--- src/rtl/pmod_da2_driver.sv ---
// Purpose : serialises two 12-bit codes into a 16-bit frame for a dual-channel DAC (PmodDA2).
// Latency : frame starts the cycle after a START rising edge; nSYNC is low for 32*SCLK_HALF cycles.
// Backpres: START edges while BUSY are dropped with an OVERRUN pulse, or (DA2_PENDING_EN) one is queued.
//
// Ports:
//   CLK, RST_N     system clock, synchronous active-low reset
//   START          sample request, rising-edge sensitive
//   DATA1, DATA2   12-bit unsigned channel codes, captured at frame load
//   D1, D2         serial data, MSB first, updated on CLK_OUT rise
//   CLK_OUT        serial clock, idles high
//   nSYNC          active-low frame select
//   DONE           one-cycle pulse as the frame closes
//   BUSY           high while a frame (or the inter-frame gap) is in progress
//   OVERRUN        one-cycle pulse for every discarded START edge
//
// Optional feature: define DA2_PENDING_EN to queue one START edge that arrives while BUSY.

module pmod_da2_driver #(
   parameter int SCLK_HALF = 1
) (
   input  logic        CLK,
   input  logic        RST_N,
   input  logic        START,
   input  logic [11:0] DATA1,
   input  logic [11:0] DATA2,
   output logic        D1,
   output logic        D2,
   output logic        CLK_OUT,
   output logic        nSYNC,
   output logic        DONE,
   output logic        BUSY,
   output logic        OVERRUN
);

   typedef enum logic [1:0] {
      IDLE  = 2'd0,
      SHIFT = 2'd1,
      GAP   = 2'd2
   } state_t;

   localparam logic [7:0] HALF_M1 = 8'(SCLK_HALF - 1);

   state_t      state_q, state_d;
   logic [7:0]  cnt_q, cnt_d;       // cycles elapsed in the current SCLK half-period
   logic [4:0]  tog_q, tog_d;       // toggle index in the frame: even = fall, odd = rise
   logic        fin_q, fin_d;       // frame closed this cycle (DONE cycle), GAP follows
   logic [15:0] sr1_q, sr1_d;
   logic [15:0] sr2_q, sr2_d;
   logic        start_q;
   logic        pend_q, pend_d;
   logic        start_edge;
   logic        load;
   logic        d1_d, d2_d, clk_out_d, nsync_d, done_d, ovr_d, busy_d;

   assign start_edge = START & ~start_q;

   always_comb begin
      state_d   = state_q;
      cnt_d     = cnt_q;
      tog_d     = tog_q;
      fin_d     = fin_q;
      sr1_d     = sr1_q;
      sr2_d     = sr2_q;
      pend_d    = pend_q;
      d1_d      = D1;
      d2_d      = D2;
      clk_out_d = CLK_OUT;
      nsync_d   = nSYNC;
      done_d    = 1'b0;
      ovr_d     = 1'b0;
      load      = 1'b0;

      // Edges seen while a frame is active never touch the frame itself.
      if (start_edge && (state_q != IDLE)) begin
`ifdef DA2_PENDING_EN
         if (!pend_q) pend_d = 1'b1;
         else         ovr_d  = 1'b1;
`else
         ovr_d = 1'b1;
`endif
      end

      case (state_q)
         IDLE: begin
            d1_d      = 1'b0;
            d2_d      = 1'b0;
            clk_out_d = 1'b1;
            nsync_d   = 1'b1;
            if (start_edge) load = 1'b1;
         end

         SHIFT: begin
            if (fin_q) begin
               fin_d   = 1'b0;
               state_d = GAP;
            end else if (cnt_q == HALF_M1) begin
               cnt_d = 8'd0;
               tog_d = tog_q + 5'd1;
               if (!tog_q[0]) begin
                  clk_out_d = 1'b0;
               end else if (tog_q == 5'd31) begin
                  // Rise after the 16th fall closes the frame.
                  clk_out_d = 1'b1;
                  nsync_d   = 1'b1;
                  done_d    = 1'b1;
                  d1_d      = 1'b0;
                  d2_d      = 1'b0;
                  fin_d     = 1'b1;
               end else begin
                  clk_out_d = 1'b1;
                  sr1_d     = {sr1_q[14:0], 1'b0};
                  sr2_d     = {sr2_q[14:0], 1'b0};
                  d1_d      = sr1_q[14];
                  d2_d      = sr2_q[14];
               end
            end else begin
               cnt_d = cnt_q + 8'd1;
            end
         end

         GAP: begin
`ifdef DA2_PENDING_EN
            // An edge landing in this very cycle is taken as the queued request.
            if (pend_q || start_edge) load = 1'b1;
            else                      state_d = IDLE;
`else
            state_d = IDLE;
`endif
         end

         default: begin
            state_d = IDLE;
         end
      endcase

      if (load) begin
         state_d   = SHIFT;
         sr1_d     = {4'b0000, DATA1};
         sr2_d     = {4'b0000, DATA2};
         d1_d      = sr1_d[15];
         d2_d      = sr2_d[15];
         clk_out_d = 1'b1;
         nsync_d   = 1'b0;
         cnt_d     = 8'd0;
         tog_d     = 5'd0;
         fin_d     = 1'b0;
         pend_d    = 1'b0;
      end

      busy_d = (state_d != IDLE);
   end

   always_ff @(posedge CLK) begin
      if (!RST_N) begin
         state_q <= IDLE;
         cnt_q   <= 8'd0;
         tog_q   <= 5'd0;
         fin_q   <= 1'b0;
         sr1_q   <= 16'd0;
         sr2_q   <= 16'd0;
         pend_q  <= 1'b0;
         start_q <= 1'b1;   // a START held high through reset is not an edge
         D1      <= 1'b0;
         D2      <= 1'b0;
         CLK_OUT <= 1'b1;
         nSYNC   <= 1'b1;
         DONE    <= 1'b0;
         BUSY    <= 1'b0;
         OVERRUN <= 1'b0;
      end else begin
         state_q <= state_d;
         cnt_q   <= cnt_d;
         tog_q   <= tog_d;
         fin_q   <= fin_d;
         sr1_q   <= sr1_d;
         sr2_q   <= sr2_d;
         pend_q  <= pend_d;
         start_q <= START;
         D1      <= d1_d;
         D2      <= d2_d;
         CLK_OUT <= clk_out_d;
         nSYNC   <= nsync_d;
         DONE    <= done_d;
         BUSY    <= busy_d;
         OVERRUN <= ovr_d;
      end
   end

endmodule

--- config.mk ---
export PLATFORM = sky130hd
export DESIGN_NAME = pmod_da2_driver
export DESIGN_NICKNAME = d
export VERILOG_FILES = /design/src/rtl/pmod_da2_driver.sv
export SDC_FILE = /design/constraint.sdc
export NUM_CORES = 1
export LEC_CHECK = 0
export CORE_MARGIN = 4
export CORE_UTILIZATION = 27
export CTS_BUF_LIST = sky130_fd_sc_hd__clkbuf_16
export DETAILED_ROUTE_END_ITERATION = 16
export GPL_TIMING_DRIVEN = 0
export PLACE_DENSITY = 0.42
export REMOVE_ABC_BUFFERS = 1
export SLEW_MARGIN = 20
export SYNTH_ARGS = -nofsm -noshare
export SYNTH_HDL_FRONTEND = slang
export SYNTH_SLANG_ARGS = --single-unit
--- constraint.sdc ---
create_clock -name CLK -period 2.7 [get_ports CLK]
set_clock_uncertainty 0.05 [all_clocks]
set_input_delay 0.405 -clock CLK [delete_from_list [all_inputs] [get_ports CLK]]
set_output_delay 0.405 -clock CLK [all_outputs]
set_load 0.02 [all_outputs]
==> summary.md <==
| Metric | Value |
|---|---|
| Top-area cell type share of the netlist area | `0.453` |
| Final nets | `305` |
| Total grt overflow | `0` |
| Die H | `102 µm` |
| Final RePlAce weighted congestion | `0.704` |
| Placed insts | `372` |
| Sink Count | `54` |
| Synthesized cell area | `2380 µm²` |
| Core footprint | `8680 µm²` |
| Longest Clk Path Bufs | `2` |
| Design area | `3000 µm²` |
| Fmax | `410 MHz` |
| Vias per inst | `4.50` |
| Synth unique cells | `44` |
| CTS tree | `done` |
| Clk_lat worst skew | `0.29 ns` |
| Clock period minus worst slack | `2.44 ns` |
| Layout area overhead | `25.7%` |
| M1 WL | `2580 µm` |
| Mean Syn Cell Area | `9.81 µm²` |
| Leak | `0.00128 µW` |
| Critical path peak fanout | `13` |
| Crit path kind | `reg -> reg` |
| Relative slew slack | `0.471` |
| Hold buffer count at CTS | `0` |
| H-tree lvl count | `2` |
| Remaining antenna violation count | `0` |
| Total GRT Usage | `0.0945` |
| Seq/Total Area, Yosys | `0.453` |
| Layout cell share with drive strength beyond 1 | `0.0876` |
| RSZ-0062 raised after global routing | `false` |
| Vias in the first global route | `1641` |
| DRT Pass-1 Iters | `4` |
| WHS Path Cells | `2` |
| Via count | `1718` |
| Post-route setup slack | `0.260 ns` |
| Fin. Hold Viols | `0` |
| Worst slack, placed | `-0.0685 ns` |
| Cell taking the most area after synthesis | `dfxtp_1` |
| Power Dens Cells | `564 nW/µm²` |
| Most used flip-flop cell after synthesis | `dfxtp_1` |
| Final Max Tran Viols | `0` |
| Clock root buffer | `clkbuf_16` |
| DRC | `0` |
| Met3 wire len | `235 µm` |
| Clock Pin Slew Worst Setup and Hold Paths | `0.07 ns` |
| Finish-stage setup viols | `0` |
| Maximum VDD drop | `0.000239 V` |
| TritonCTS buffer count | `5` |
| Final HPWL DP | `3210 µm` |
| Worst-Margin Slew | `0.790 ns` |
| Worst hold path type | `reg -> reg` |
| Arrival @ worst endpoint | `2.56 ns` |
| Yosys warnings | `0` |
| Worst reg2reg path depth | `7` |
| FFs w/ async S/R, synth | `0` |
| Placed inst area | `2790 µm²` |
| Input/output buffers | `33` |
| Top post-synthesis cells by count | `dfxtp_1 (54), mux2i_1 (30), a21oi_1 (26), o21ai_0 (22), nor2_1 (21)` |
| Initial DRC Count | `31` |
| Initial core utilization | `0.275` |
| Boundary Pins | `34` |
| Post-synth EDFFs | `0` |
| Die ar. | `10400 µm²` |
| Row count | `34` |
| Required @ worst endpoint | `2.82 ns` |
| Syn Inst Count | `243` |
| Setup tns final | `0 ns` |
| Top Metal Used | `met4` |
| Worst Setup Start Kind | `register` |
| Fillers | `922` |
| Final std cells w/o fill | `382` |
| Initial antenna violation count | `0` |
| Antenna cells | `0` |
| Die W | `102 µm` |
| DR WL met2 | `1940 µm` |
| Routed wire length | `4810 µm` |
| First-pass GRT wire length | `7910 µm` |
| #FFs+latches synth | `54` |
| Status | `completed` |
| Wirelength per Cell | `12.6 µm` |
| Critical Path Sink Type | `register` |
| Max-cap viol count | `0` |
| Most frequent cell after synthesis | `dfxtp_1` |
| Final worst path period share | `0.904` |
| Synth top area cells | `dfxtp_1 (45%), mux2i_1 (13%), a21oi_1 (5.5%), o21ai_0 (4.6%), nor2_1 (3.3%)` |
| Largest net degree at the start of global routing | `36` |
## sequential cells by signal, indices dropped and copies added, names as in the netlist, 2 cells and up
register  cells
sr1_q        15
tog_q         5
state_q       2
cnt_q         8
sr2_q        15
## final timing paths
path              endpoint      from  slack [ns]
hold reg to reg   sr1_q[0]  sr1_q[0]        0.43
setup reg to reg  sr1_q[2]  tog_q[0]        0.26
setup / recovery  sr1_q[2]  tog_q[0]        0.26
hold / removal    sr1_q[0]  sr1_q[0]        0.43
## placed cells by master (no fill, tap or decap), types with 6 or more instances in the layout
| cell type | n |
|---|---|
| nand2_1 | 6 |
| xor2_1 | 9 |
| clkdlybuf4s50_1 | 32 |
| dfxtp_1 | 54 |
| mux2i_1 | 30 |
| a21oi_1 | 26 |
| nor2_1 | 21 |
| o21ai_0 | 22 |
| inv_1 | 8 |
## what timing repair did
action	in CTS	in global routing
buffers inserted	0	1
gates resized for setup	0	2
setup endpoints to repair	0	15
## metal layers
metal  track usage  vias to the layer above
met4        0.0333                        0
li1              -                      925
met5             0                        -
met1         0.135                      756
met2         0.136                       31
met3        0.0259                        6
## metrics by stage
stage | util | hold WS [ns] | total power (µW)
detailed placement | 0.321 | 0.427 | 990
CTS | 0.340 | 0.438 | 1710
finish | 0.345 | 0.429 | 1690
floorplan | - | 0.404 | 918
global route | 0.345 | 0.461 | 1760
global placement | 0.317 | 0.423 | 986
## worst max-delay path, stage by stage (launching register included)
cell     delay, ns
dfxtp_1       0.47
ha_1          0.29
and3_1        0.20
ha_1          0.22
nor4b_4       0.41
nand4_4       0.34
mux2i_1       0.26
a21oi_1       0.08
## layout make-up
cell class | count | area, µm² | area share
multi-input combinational | 169 | 1220 | 0.406
sequential | 54 | 1080 | 0.361
timing repair buffer | 36 | 373 | 0.124
tap | 108 | 135 | 0.0451
clock buffer | 5 | 125 | 0.0417
clock inverter | 3 | 41.3 | 0.0138
inverter | 7 | 26.3 | 0.00876
## where the power goes
| group | internal [µW] | switching [µW] | leakage [µW] | total, µW |
|---|---|---|---|---|
| combinational | 70.8 | 64.7 | 0.000758 | 135 |
| sequential | 821 | 16.8 | 0.000439 | 837 |
| clock | 434 | 283 | 0.0000812 | 717 |
| total | 1330 | 364 | 0.00128 | 1690 |
## kinds of logic after synthesis
| logic type | synth area share |
|---|---|
| AO/OA/AOI/OAI | 0.136 |
| XOR/XNOR | 0.0367 |
| adder cells (fa/ha/maj) | 0.0262 |
| buffers and inverters | 0.0514 |
| flip-flops | 0.453 |
| multiplexers | 0.126 |
| AND/OR/NAND/NOR | 0.171 |
Note: power is estimated with default switching activity, not from simulation.
